File: src/rtl/univ_shift_reg_pkg.sv
// ============================================================================
//  Module  : univ_shift_reg_pkg
//  Brief   : Mode encodings shared by univ_shift_reg, its bit cell and users.
//  Revision: 1.0 - initial release
// ============================================================================
`default_nettype none
`timescale 1ns/1ps

package univ_shift_reg_pkg;

    localparam logic [2:0] MODE_HOLD = 3'b000;
    localparam logic [2:0] MODE_SHL  = 3'b001;
    localparam logic [2:0] MODE_SHR  = 3'b010;
    localparam logic [2:0] MODE_ROL  = 3'b011;
    localparam logic [2:0] MODE_ROR  = 3'b100;
    localparam logic [2:0] MODE_ASR  = 3'b101;
    localparam logic [2:0] MODE_LOAD = 3'b110;
    localparam logic [2:0] MODE_CLR  = 3'b111;

    // True for every mode that moves bits and therefore advances the counter.
    function automatic logic is_shift_mode(input logic [2:0] mode);
        return (mode >= MODE_SHL) && (mode <= MODE_ASR);
    endfunction

endpackage : univ_shift_reg_pkg

`default_nettype wire

File: src/rtl/usr_bit_cell.sv
// ============================================================================
//  Module  : usr_bit_cell
//  Brief   : One register bit: 8:1 next-state mux feeding an async-reset flop.
//  Revision: 1.0 - initial release
// ============================================================================
`default_nettype none
`timescale 1ns/1ps

module usr_bit_cell
    import univ_shift_reg_pkg::*;
#(
    parameter logic RST_BIT = 1'b0
) (
    input  logic       i_clk,
    input  logic       i_rst,
    input  logic       i_en,
    input  logic [2:0] i_mode,
    input  logic       i_d,
    input  logic       i_shl,
    input  logic       i_shr,
    input  logic       i_rol,
    input  logic       i_ror,
    input  logic       i_asr,
    output logic       o_q
);

    logic r_q;
    logic w_next;

    always_comb begin
        w_next = r_q;
        case (i_mode)
            MODE_HOLD: w_next = r_q;
            MODE_SHL:  w_next = i_shl;
            MODE_SHR:  w_next = i_shr;
            MODE_ROL:  w_next = i_rol;
            MODE_ROR:  w_next = i_ror;
            MODE_ASR:  w_next = i_asr;
            MODE_LOAD: w_next = i_d;
            MODE_CLR:  w_next = 1'b0;
            default:   w_next = r_q;
        endcase
    end

    always_ff @(posedge i_clk or posedge i_rst) begin
        if (i_rst) begin
            r_q <= RST_BIT;
        end else if (i_en) begin
            r_q <= w_next;
        end
    end

    assign o_q = r_q;

endmodule : usr_bit_cell

`default_nettype wire

File: src/rtl/univ_shift_reg.sv
// ============================================================================
//  Module  : univ_shift_reg
//  Brief   : WIDTH-bit universal shift register with saturating shift counter.
//  Revision: 1.0 - initial release
// ============================================================================
`default_nettype none
`timescale 1ns/1ps

module univ_shift_reg
    import univ_shift_reg_pkg::*;
#(
    parameter int               WIDTH   = 8,
    parameter logic [WIDTH-1:0] RST_VAL = '0,
    parameter int               CNT_W   = 4
) (
    input  logic             i_clk,
    input  logic             i_rst,
    input  logic             i_en,
    input  logic [2:0]       i_mode,
    input  logic [WIDTH-1:0] i_d,
    input  logic             i_sin_l,
    input  logic             i_sin_r,
    output logic [WIDTH-1:0] o_q,
    output logic             o_sout_msb,
    output logic             o_sout_lsb,
    output logic [CNT_W-1:0] o_cnt,
    output logic             o_zero
);

    localparam logic [CNT_W-1:0] c_CNT_MAX = '1;

    logic [WIDTH-1:0] w_q;
    logic [WIDTH-1:0] w_shl;
    logic [WIDTH-1:0] w_shr;
    logic [WIDTH-1:0] w_rol;
    logic [WIDTH-1:0] w_ror;
    logic [WIDTH-1:0] w_asr;
    logic [CNT_W-1:0] r_cnt;

    // Candidate next values for each mode; bit i of each feeds cell i.
    assign w_shl = {w_q[WIDTH-2:0], i_sin_l};
    assign w_shr = {i_sin_r, w_q[WIDTH-1:1]};
    assign w_rol = {w_q[WIDTH-2:0], w_q[WIDTH-1]};
    assign w_ror = {w_q[0], w_q[WIDTH-1:1]};
    assign w_asr = {w_q[WIDTH-1], w_q[WIDTH-1:1]};

    generate
        for (genvar gi = 0; gi < WIDTH; gi++) begin : g_bit
            usr_bit_cell #(
                .RST_BIT (RST_VAL[gi])
            ) u_cell (
                .i_clk  (i_clk),
                .i_rst  (i_rst),
                .i_en   (i_en),
                .i_mode (i_mode),
                .i_d    (i_d[gi]),
                .i_shl  (w_shl[gi]),
                .i_shr  (w_shr[gi]),
                .i_rol  (w_rol[gi]),
                .i_ror  (w_ror[gi]),
                .i_asr  (w_asr[gi]),
                .o_q    (w_q[gi])
            );
        end
    endgenerate

    always_ff @(posedge i_clk or posedge i_rst) begin
        if (i_rst) begin
            r_cnt <= '0;
        end else if (i_en) begin
            if ((i_mode == MODE_LOAD) || (i_mode == MODE_CLR)) begin
                r_cnt <= '0;
            end else if (is_shift_mode(i_mode) && (r_cnt != c_CNT_MAX)) begin
                r_cnt <= r_cnt + CNT_W'(1);
            end
        end
    end

    assign o_q        = w_q;
    assign o_sout_msb = w_q[WIDTH-1];
    assign o_sout_lsb = w_q[0];
    assign o_cnt      = r_cnt;
    assign o_zero     = (w_q == '0);

endmodule : univ_shift_reg

`default_nettype wire

File: config.mk
export PLATFORM = sky130hd
export DESIGN_NAME = univ_shift_reg
export DESIGN_NICKNAME = d
export VERILOG_FILES = /design/src/rtl/univ_shift_reg_pkg.sv /design/src/rtl/usr_bit_cell.sv /design/src/rtl/univ_shift_reg.sv
export SDC_FILE = /design/constraint.sdc
export NUM_CORES = 1
export LEC_CHECK = 0
export ABC_AREA = 1
export CAP_MARGIN = 40
export CORE_MARGIN = 5
export CORE_UTILIZATION = 48
export CTS_CLUSTER_DIAMETER = 100
export DETAILED_ROUTE_END_ITERATION = 8
export PLACE_DENSITY_LB_ADDON = 0.1
export SLEW_MARGIN = 5
export SYNTH_ARGS = -nofsm -noshare
export SYNTH_HDL_FRONTEND = slang
export SYNTH_SLANG_ARGS = --single-unit
File: constraint.sdc
create_clock -name i_clk -period 2.9 [get_ports i_clk]
set_input_delay 0.58 -clock i_clk [delete_from_list [all_inputs] [get_ports i_clk]]
set_output_delay 0.58 -clock i_clk [all_outputs]
set_load 0.02 [all_outputs]
Word level (Yosys, flattened, before mapping)

Cells that the tools add are included.

$add $sub $neg: 1
Order comparisons: 2
Equality and inequality tests: 8
Mux-type cells: 10
Bitwise logic cells: 2
Reduce and logical (&&, ||, !) cells: 12

Operator list:

| operator                                                           | number |
|---|---|
| one-hot mux 1 bit (4 select lines)                                 | 6 |
| equality test 3 bit (second input constant)                        | 4 |
| one-hot mux 1 bit (5 select lines)                                 | 2 |
| zero test 8 bit                                                    | 1 |
| two-way mux 4 bit                                                  | 2 |
| equality test 3 x 2 -> 1 bit (second input constant)               | 2 |
| AND reduction 2 bit                                                | 3 |
| adder 4 x 1 -> 4 bit (second input constant)                       | 1 |
| inequality test 4 bit (second input constant)                      | 1 |
| OR reduction 2 bit                                                 | 2 |
| equality test 3 x 1 -> 1 bit (second input constant)               | 1 |
| greater-or-equal comparator 3 x 1 -> 1 bit (second input constant) | 1 |
| <= comparator 3 bit (second input constant)                        | 1 |
| zero test 3 bit                                                    | 1 |
| OR reduction 3 bit                                                 | 1 |
| logical AND 1 bit                                                  | 2 |
| inverter 1 bit                                                     | 2 |
| nonzero test 2 bit                                                 | 1 |
| logical OR 1 bit                                                   | 1 |

Register bits after elaboration: 12
Bits of input ports: 16
Output and inout port bits: 15
Word-level logic and storage cells: 44

Logic depth before layout (Yosys ltp)

Depth after elaboration: 5
Depth in mapped cells: 8

By module

A second synthesis with hierarchy kept.

Cells, all modules: 249
Area total of the unflattened synthesis: 1,331.3 µm²

By module, submodules not included:

| module         | instances | cells an instance | area an instance (µm²) |
|---|---|---|---|
| usr_bit_cell   | 8         | 25                | 126.4 |
| univ_shift_reg | 1         | 49                | 320.3 |

Worst setup path after synthesis

No wires, ideal clock.

Path type: register to output
From: reg g_bit[0].u_cell.r_q
To: out o_zero
Arrival time: 1.117 ns
Data required time: 2.320 ns
Slack: 1.203 ns
Stages on the path, launching flop included: 4
Buffers on the path: 0
Cell sequence: dfrtp_1 inv_1 nand3_1 nor3_1

Cells in the longest elaborated chain, start to end: 1

Ends and longest elaborated chain:

| element                | RTL line             | RTL |
|---|---|---|
| from (decl)            | usr_bit_cell.sv:27   | `logic r_q;` |
| from (signal assigned) | usr_bit_cell.sv:49   | `r_q <= w_next;` |
| zero test 8 bit        | univ_shift_reg.sv:83 | `assign o_zero = (w_q == '0);` |
| to (decl)              | univ_shift_reg.sv:27 | `output logic o_zero` |

Every way passes these cells.

Worst setup path after layout

From: reg g_bit[7].u_cell.r_q
To: out o_zero

Cells in the longest elaborated chain, start to end: 1

Ends and longest elaborated chain:

| element                | RTL line |
|---|---|
| from (decl)            | usr_bit_cell.sv:27 |
| from (signal assigned) | usr_bit_cell.sv:49 |
| zero test 8 bit        | univ_shift_reg.sv:83 |

Every way passes these cells.

==> impl_metrics.json <==
{
  "status": "completed",
  "rsz0062_at_grt": "false",
  "end_kind": "output port",
  "n_antenna_cell": 0,
  "layout_common_cells": "nand2_1, clkdlybuf4s50_1, inv_1, dfrtp_1, nor2_1",
  "gp_congestion": 0.849,
  "dp_hpwl_um": 1680,
  "hold_path.class": "flip-flop to flip-flop",
  "portBuffers": 30,
  "drt_pass1_iterations": 5,
  "fmax_ghz": 0.443,
  "grt_pass1_wl_um": 3640,
  "initial_core_util_pct": 51.6,
  "final_nets": 178,
  "syn2layout_area_growth_pct": 29.4,
  "synthesis.area_um2": 910,
  "clock_path_buffers": 2,
  "ys_ff_latch": 12,
  "cts_hold_buf": 0,
  "dieWidth_um": 53.5,
  "antenna_left": 0,
  "wl_um": 2130,
  "clk_pin_slew_worst_paths_ns": 0.08,
  "cts.sinks": 12,
  "synthTopCellsByArea": "dfrtp_1, nand2_1, buf_4",
  "hp-start": "g_bit[5].u_cell.o_q$_DFFE_PP0P_",
  "htree_levels": 1,
  "grt_pass1_vias": 824,
  "slew_violations": 0,
  "fin_util_pct": 66.7,
  "drt-wirelength-per-cell_um": 11.6,
  "synth_area_per_cell_um2": 6.69,
  "worstPathArrival_ns": 1.68,
  "r2r_start": "o_cnt[0]$_DFFE_PP0P_",
  "design.die.area_um2": 2870,
  "fin_tns_setup_ns": 0,
  "overflow": 0,
  "cts_tree": "built",
  "vdd_drop_max_mv": 0.323,
  "yosysTopAreaCell": "dfrtp_1",
  "yosysSeqAreaShare_pct": 33.0,
  "grt_max_degree": 19,
  "slew_headroom_pct": 67.5,
  "core-area_um2": 1760,
  "cts_root_buffer": "clkbuf_4",
  "num_rows": 15,
  "ys_warn_count": 0,
  "critPathLaunch": "g_bit[7].u_cell.o_q$_DFFE_PP0P_",
  "synthCells": 136,
  "drc": 0,
  "final_common_cell": "nand2_1",
  "cp_max_fo": 4,
  "fin_crit_ns": 2.26,
  "clock_skew_ns": 0.00823,
  "cts_resized": 0,
  "leakage_nw": 0.594,
  "cp-start-kind": "flip-flop",
  "post_cts_buffers": 0,
  "required_ns": 2.32,
  "drive_gt1_share_pct": 6.29,
  "critPathKind": "flip-flop to output port",
  "ios": 31,
  "vias": 897,
  "vias_per_cell": 4.88,
  "ys_types": 19,
  "fp.dieH_um": 53.5,
  "drt_iter0_drc": 40,
  "cts_inserted_buffers": 3,
  "clkLatencyLatePin_ns": 0.28,
  "synth_nets": 153,
  "antenna_found_initial": 0,
  "tightest_slew_ns": 0.486,
  "report.final.setup_viol": 0,
  "drv_cap": 0,
  "grt_use_total_pct": 17.3,
  "netlist.area_leader.share_pct": 33.0,
  "period_share_pct": 77.9,
  "hold_viol_final": 0,
  "p_per_area_nw_per_um2": 540
}
## critical path, cell delays in order (launching register included)
cell,delay (ns)
dfrtp_1,0.41
inv_1,0.12
nand4_1,0.09
nor3_1,0.15
clkdlybuf4s50_1,0.63
## kinds of logic after synthesis
| kind of cell | synth area share (%) |
|---|---|
| simple gates | 37.0 |
| compound gates | 11.7 |
| fa+ha+maj | 1.38 |
| flops | 33.0 |
| buf+inv | 16.9 |
## per-stage QoR
| stage | area, um2 | power (W) | cells | hold WS [ns] | worst slack (ns) |
|---|---|---|---|---|---|
| 6_report | 1180 | 0.000636 | 184 | 0.516 | 0.641 |
| 5_1_grt | 1180 | 0.000684 | 184 | 0.532 | 0.507 |
| 4_1_cts | 1180 | 0.000640 | 184 | 0.520 | 0.636 |
| 3_5_place_dp | 1150 | 0.000536 | 181 | 0.505 | 0.844 |
| 3_3_place_gp | 1150 | 0.000533 | 181 | 0.491 | 0.875 |
| 2_1_floorplan | 910 | 0.000434 | 136 | 0.445 | 1.20 |
## synth_stat cells
library cell	number
a21oi_1	6
buf_4	8
buf_6	1
buf_8	1
dfrtp_1	12
ha_1	1
inv_1	15
inv_2	3
nand2_1	56
nand2_4	1
nand3_1	6
nand4_1	3
nor2_1	9
nor2_4	2
nor3_1	2
o211ai_1	6
o21ai_0	1
o21ai_1	2
o21ai_4	1
## layer usage
| metal | GRT usage (%) | up-vias | part of all wire (%) |
|---|---|---|---|
| met2 | 25.7 | 31 | 44 |
| met3 | 6.65 | 2 | 7.1 |
| met5 | 0 | - | 0 |
| met1 | 23.7 | 393 | 48 |
| li1 | - | 471 | - |
| met4 | 3.83 | 0 | 0.61 |
## final timing paths
check                                             endpoint  slack (ns)  cells past startpoint
max                                                 o_zero        0.64                      4
min                        g_bit[5].u_cell.o_q$_DFFE_PP0P_        0.52                      2
max reg2reg                           o_cnt[3]$_DFFE_PP0P_        1.57                      8
min reg2reg                g_bit[5].u_cell.o_q$_DFFE_PP0P_        0.52                      2
max in group asynchronous  g_bit[5].u_cell.o_q$_DFFE_PP0P_        1.96                      2
min in group asynchronous             o_cnt[2]$_DFFE_PP0P_        0.61                      2
## cell type report
class,instances,area [um2]
Clock buffer,3,22.5
Fill cell,161,587
Inverter,18,67.6
Multi-Input combinational cell,96,455
Sequential cell,12,300
Tap cell,25,31.3
Timing Repair Buffer,30,300
## where the power goes
group          switching [W]  total [W]  internal, W
clock network      0.0000560   0.000104    0.0000482
logic               0.000154   0.000288     0.000134
registers          0.0000409   0.000244     0.000203
## sequential cells by signal, indices dropped and copies added (netlist names)
register,flops
o_cnt,4
g_bit.u_cell.o_q,8
Note: power is estimated with default switching activity, not from simulation.
